File: config.mk
export PLATFORM = sky130hd
export DESIGN_NAME = stochastic_processor_slice
export DESIGN_NICKNAME = d
export VERILOG_FILES = /design/src/rtl/stochastic_tfhe_pkg.sv /design/src/rtl/stochastic_mux_adder.sv /design/src/rtl/stochastic_processor_slice.sv
export SDC_FILE = /design/constraint.sdc
export NUM_CORES = 1
export LEC_CHECK = 0
export ABC_AREA = 1
export BUFFER_PORTS_ARGS = -buffer_cell sky130_fd_sc_hd__buf_2
export CAP_MARGIN = 20
export CORE_UTILIZATION = 25
export DETAILED_ROUTE_END_ITERATION = 8
export GPL_ROUTABILITY_DRIVEN = 1
export SYNTH_ARGS = -nofsm -noshare
export SYNTH_HDL_FRONTEND = slang
export SYNTH_HIERARCHICAL = 1
export SYNTH_SLANG_ARGS = --single-unit
File: constraint.sdc
create_clock -name clk -period 6.35 [get_ports clk]
set_clock_uncertainty 0.1 [all_clocks]
set_input_delay 0.635 -clock clk [delete_from_list [all_inputs] [get_ports clk]]
set_output_delay 0.635 -clock clk [all_outputs]
set_load 0.02 [all_outputs]
File: src/rtl/stochastic_tfhe_pkg.sv
// Shared constants and FSM state type for the stochastic TFHE slice.
package stochastic_tfhe_pkg;
  localparam int unsigned Q_BITS      = 10;
  localparam int unsigned P_BITS      = 8;
  localparam int unsigned DELTA_SHIFT = 2;
  localparam int unsigned STREAM_LEN  = 1024;

  typedef enum logic [2:0] {
    StIdle,
    StEnc,
    StStream,
    StDec,
    StDone
  } state_e;
endpackage

File: src/rtl/stochastic_mux_adder.sv
// One ciphertext lane: unary comparators, alternating MUX, deserialising counter, parity fix.
module stochastic_mux_adder
  import stochastic_tfhe_pkg::*;
(
  input  logic              i_clk,
  input  logic              i_rst_n,
  input  logic              i_clear,
  input  logic              i_en,
  input  logic [Q_BITS-1:0] i_cnt,
  input  logic [Q_BITS-1:0] i_x,
  input  logic [Q_BITS-1:0] i_y,
  output logic [Q_BITS-1:0] o_deser,
  output logic [Q_BITS-1:0] o_sum
);
  logic              w_x_bit;
  logic              w_y_bit;
  logic              w_mux;
  logic [Q_BITS-1:0] r_deser;

  assign w_x_bit = (i_cnt < i_x);
  assign w_y_bit = (i_cnt < i_y);
  // Even cycles sample x, odd cycles sample y: each stream contributes half its ones.
  assign w_mux   = i_cnt[0] ? w_y_bit : w_x_bit;

  always_ff @(posedge i_clk) begin
    if (!i_rst_n) begin
      r_deser <= '0;
    end else if (i_clear) begin
      r_deser <= '0;
    end else if (i_en) begin
      r_deser <= r_deser + {{(Q_BITS-1){1'b0}}, w_mux};
    end
  end

  // 2*(ceil(x/2)+floor(y/2)) - x[0] + y[0] == x + y.
  assign o_sum   = {r_deser[Q_BITS-2:0], 1'b0} - {{(Q_BITS-1){1'b0}}, i_x[0]}
                 + {{(Q_BITS-1){1'b0}}, i_y[0]};
  assign o_deser = r_deser;
endmodule

File: src/rtl/stochastic_processor_slice.sv
// Encrypts two bytes as LWE ciphertexts, adds them with stochastic MUX lanes, decrypts the sum.
module stochastic_processor_slice
  import stochastic_tfhe_pkg::*;
#(
  parameter logic [Q_BITS-1:0] SECRET_KEY = 10'd739
) (
  input  logic              clk,
  input  logic              rst_n,
  input  logic              start,
  input  logic [P_BITS-1:0] byte1,
  input  logic [Q_BITS-1:0] public_key1,
  input  logic [P_BITS-1:0] byte2,
  input  logic [Q_BITS-1:0] public_key2,
  output logic [P_BITS-1:0] res,
  output logic              done
);
  localparam logic [Q_BITS-1:0] LAST_CNT = Q_BITS'(STREAM_LEN - 1);

  state_e              r_state, w_state_d;
  logic [P_BITS-1:0]   r_byte1, r_byte2, r_res;
  logic [Q_BITS-1:0]   r_pk1, r_pk2, r_cnt;
  logic                r_done;
  logic [2*Q_BITS-1:0] ct1, ct2, ct_sum;
  logic [Q_BITS-1:0]   deser_a, deser_b;
  logic [Q_BITS-1:0]   w_b1, w_b2, w_sum_a, w_sum_b, w_phase, w_round;
  logic                w_clear, w_en;

  assign w_b1    = r_pk1 * SECRET_KEY + {r_byte1, {DELTA_SHIFT{1'b0}}};
  assign w_b2    = r_pk2 * SECRET_KEY + {r_byte2, {DELTA_SHIFT{1'b0}}};
  assign w_phase = w_sum_b - w_sum_a * SECRET_KEY;
  assign w_round = w_phase + 10'd2;
  assign w_clear = (r_state == StIdle) && start;
  assign w_en    = (r_state == StStream);

  stochastic_mux_adder u_lane_a (
    .i_clk   (clk),
    .i_rst_n (rst_n),
    .i_clear (w_clear),
    .i_en    (w_en),
    .i_cnt   (r_cnt),
    .i_x     (ct1[2*Q_BITS-1:Q_BITS]),
    .i_y     (ct2[2*Q_BITS-1:Q_BITS]),
    .o_deser (deser_a),
    .o_sum   (w_sum_a)
  );

  stochastic_mux_adder u_lane_b (
    .i_clk   (clk),
    .i_rst_n (rst_n),
    .i_clear (w_clear),
    .i_en    (w_en),
    .i_cnt   (r_cnt),
    .i_x     (ct1[Q_BITS-1:0]),
    .i_y     (ct2[Q_BITS-1:0]),
    .o_deser (deser_b),
    .o_sum   (w_sum_b)
  );

  always_comb begin
    w_state_d = r_state;
    unique case (r_state)
      StIdle:   if (start) w_state_d = StEnc;
      StEnc:    w_state_d = StStream;
      StStream: if (r_cnt == LAST_CNT) w_state_d = StDec;
      StDec:    w_state_d = StDone;
      StDone:   w_state_d = StIdle;
      default:  w_state_d = StIdle;
    endcase
  end

  always_ff @(posedge clk) begin
    if (!rst_n) begin
      r_state <= StIdle;
      r_byte1 <= '0;
      r_byte2 <= '0;
      r_pk1   <= '0;
      r_pk2   <= '0;
      r_cnt   <= '0;
      r_res   <= '0;
      r_done  <= 1'b0;
      ct1     <= '0;
      ct2     <= '0;
      ct_sum  <= '0;
    end else begin
      r_state <= w_state_d;
      r_done  <= 1'b0;
      unique case (r_state)
        StIdle: begin
          if (start) begin
            r_byte1 <= byte1;
            r_byte2 <= byte2;
            r_pk1   <= public_key1;
            r_pk2   <= public_key2;
          end
        end
        StEnc: begin
          ct1   <= {r_pk1, w_b1};
          ct2   <= {r_pk2, w_b2};
          r_cnt <= '0;
        end
        StStream: r_cnt <= r_cnt + 10'd1;
        StDec: begin
          ct_sum <= {w_sum_a, w_sum_b};
          r_res  <= w_round[Q_BITS-1:DELTA_SHIFT];
        end
        StDone:  r_done <= 1'b1;
        default: ;
      endcase
    end
  end

  assign res  = r_res;
  assign done = r_done;
endmodule

==> results.sh <==
export IMPL_status="completed"
export IMPL_final_cell_mix="237 x inv_1, 183 x nor2_1, 157 x nand2_1"
export IMPL_cp_required_ns=6.58
export IMPL_coreArea_um2=35700
export IMPL_pin_count=48
export IMPL_holdPathStages=3
export IMPL_clk_insertion_delay_late_ns=0.43
export IMPL_htreeDepth=4
export IMPL_worstHoldPathType="in -> reg"
export IMPL_p_comb_frac=0.682
export IMPL_slew_headroom=0.429
export IMPL_cpMostUsedCell="inv_1"
export IMPL_slew_viol_final=0
export IMPL_p_int_w=0.00313
export IMPL_synth_warnings=6
export IMPL_nets=1470
export IMPL_setup_ws_ns=1.27
export IMPL_drt_wl_total_um=20000
export IMPL_drc=0
export IMPL_syn_inst=1216
export IMPL_leakagePower_nw=5.24
export IMPL_rows=69
export IMPL_cpMaxStageDelayCell="fa_1"
export IMPL_setup_violations=0
export IMPL_vdd_ir_drop_max_v=0.000441
export IMPL_grt_pass1_wl_um=33700
export IMPL_die_w_um=192
export IMPL_cts_resized=0
export IMPL_preCtsSetupSlack_ns=1.26
export IMPL_worst_path_largest_cell_delay_ns=0.54
export IMPL_start_util=0.254
export IMPL_worstPathMaxFanout=6
export IMPL_dp_hpwl_um=15200
export IMPL_cts_made_buffers=17
export IMPL_syn_area_per_cell_um2=7.46
export IMPL_portBuffers=47
export IMPL_viasPerCell=4.23
export IMPL_gp_congestion=0.849
export IMPL_cp_data_arrival_time_ns=5.31
export IMPL_drt_iter0_drc=339
export IMPL_tns_ns=0
export IMPL_cts_tree="yes"
export IMPL_wl_per_cell_um=11.6
export IMPL_grt_antenna_before_repair=0
export IMPL_cp_end_kind="flop"
export IMPL_dieArea_um2=37100
export IMPL_clockBufferDepth=2
export IMPL_swShare=0.485
export IMPL_final_area_um2=10300
export IMPL_drive_gt1_frac=0.0874
export IMPL_first_pass_iters=6
export IMPL_clock_sinks=114
export IMPL_ctsHoldBuffers=0
export IMPL_area_growth_synth_to_final_pct=13.8
export IMPL_vias=7329
export IMPL_grt_usage=0.115
export IMPL_p_clk_frac=0.152
export IMPL_worst_r2r_path_depth=21
export IMPL_synth_area_um2=9070
export IMPL_drtAntennaViolNets=0
export IMPL_num_fill_cells=3855
export IMPL_seq_power_share=0.166
export IMPL_powerDensity_nw_per_um2=589
export IMPL_rsz0062_at_grt="false"
export IMPL_tightest_slew_ns=0.851
export IMPL_max_clock_freq_ghz=0.197
export IMPL_antenna_cells=0
export IMPL_crit_family="adder cells"
export IMPL_grt_max_degree=85
export IMPL_hold_viol=0
export IMPL_switchingPower_w=0.00295
export IMPL_cp_num_buf_inv=6
export IMPL_post_cts_setup_buffers=0
export IMPL_worstSetupPathType="reg -> reg"
export IMPL_dpl_cell_area_um2=9750
export IMPL_period_share=0.799
export IMPL_final_common_cell="inv_1"
export IMPL_cts_root_buffer="clkbuf_16"
export IMPL_postLayoutCoreUtil=0.289
export IMPL_clkTransAtPathRegs_ns=0.06
export IMPL_synth_nets=1429
export IMPL_startpoint_type="flop"
export IMPL_grt_overflow=0
export IMPL_die_height_um=192
export IMPL_cp_depth=21
export IMPL_maxCapViolCount=0
export IMPL_cp_cell_sequence="ha_1, ha_1, xor2_1, inv_1, ha_1, ha_1, inv_1, fa_1, inv_1, fa_1, fa_1, inv_1, ha_1, a21oi_1, o21ai_0, a21oi_1, inv_1, nand3_1, nand3_1, nand2_1, inv_1"
export IMPL_grt_pass1_vias=7086
export IMPL_fin_crit_ns=5.08
## registers in the layout, indices dropped and copies added (netlist names)
signal and cells:
u_lane_b/o_deser 9, ct2 19, r_pk1 10, r_state 3, done 1, u_lane_a/o_deser 9
r_pk2 10, ct1 19, r_cnt 10, r_byte2 8, r_byte1 8, res 8
## power by group through the flow
stage                     registers (W)  clock network, W  logic, W
final                           0.00101          0.000927   0.00415
after detailed placement        0.00102                 0   0.00416
after floorplan                0.000977                 0   0.00336
after global placement          0.00102                 0   0.00407
after global routing            0.00103          0.000983   0.00490
after CTS                       0.00101          0.000956   0.00420
## final timing paths
| check | from | to | slack, ns |
|---|---|---|---|
| worst max-delay path | ct1[10] | res[7] | 1.27 |
| worst max register to register | ct1[10] | res[7] | 1.27 |
| worst min register to register | u_lane_a/o_deser[0] | u_lane_a/o_deser[0] | 0.40 |
| worst min-delay path | public_key1[4] | r_pk1[4] | 0.33 |
## tightest hold or removal path, stage by stage
cell and delay [ns]:
buf_2 0.07, nor2_1 0.03, nor2_1 0.08
## per-stage QoR
| step | cells | power, W | hold WS (ns) |
|---|---|---|---|
| after floorplan | 1216 | 0.00433 | 0.371 |
| after global placement | 1699 | 0.00509 | 0.391 |
| after detailed placement | 1699 | 0.00518 | 0.396 |
| after CTS | 1731 | 0.00616 | 0.308 |
| after global routing | 1731 | 0.00691 | 0.326 |
| final | 1731 | 0.00608 | 0.329 |
## layout make-up
class	count	area, um^2	area share
multi-input combinational	831	5720	0.554
clock inverter	8	77.6	0.00752
inverter	243	915	0.0886
clock buffer	24	492	0.0477
tap	461	577	0.0559
sequential	114	2280	0.221
timing repair buffer	50	258	0.0250
## routing by layer
metal / global-route usage / routed length, um / up-vias
li1: - / - / 3900
met1: 0.147 / 9840 / 3290
met2: 0.191 / 9220 / 121
met3: 0.0222 / 686 / 18
met4: 0.0427 / 255 / 0
met5: 0 / 0 / -
No activity file was read; power rests on OpenSTA's default activity.
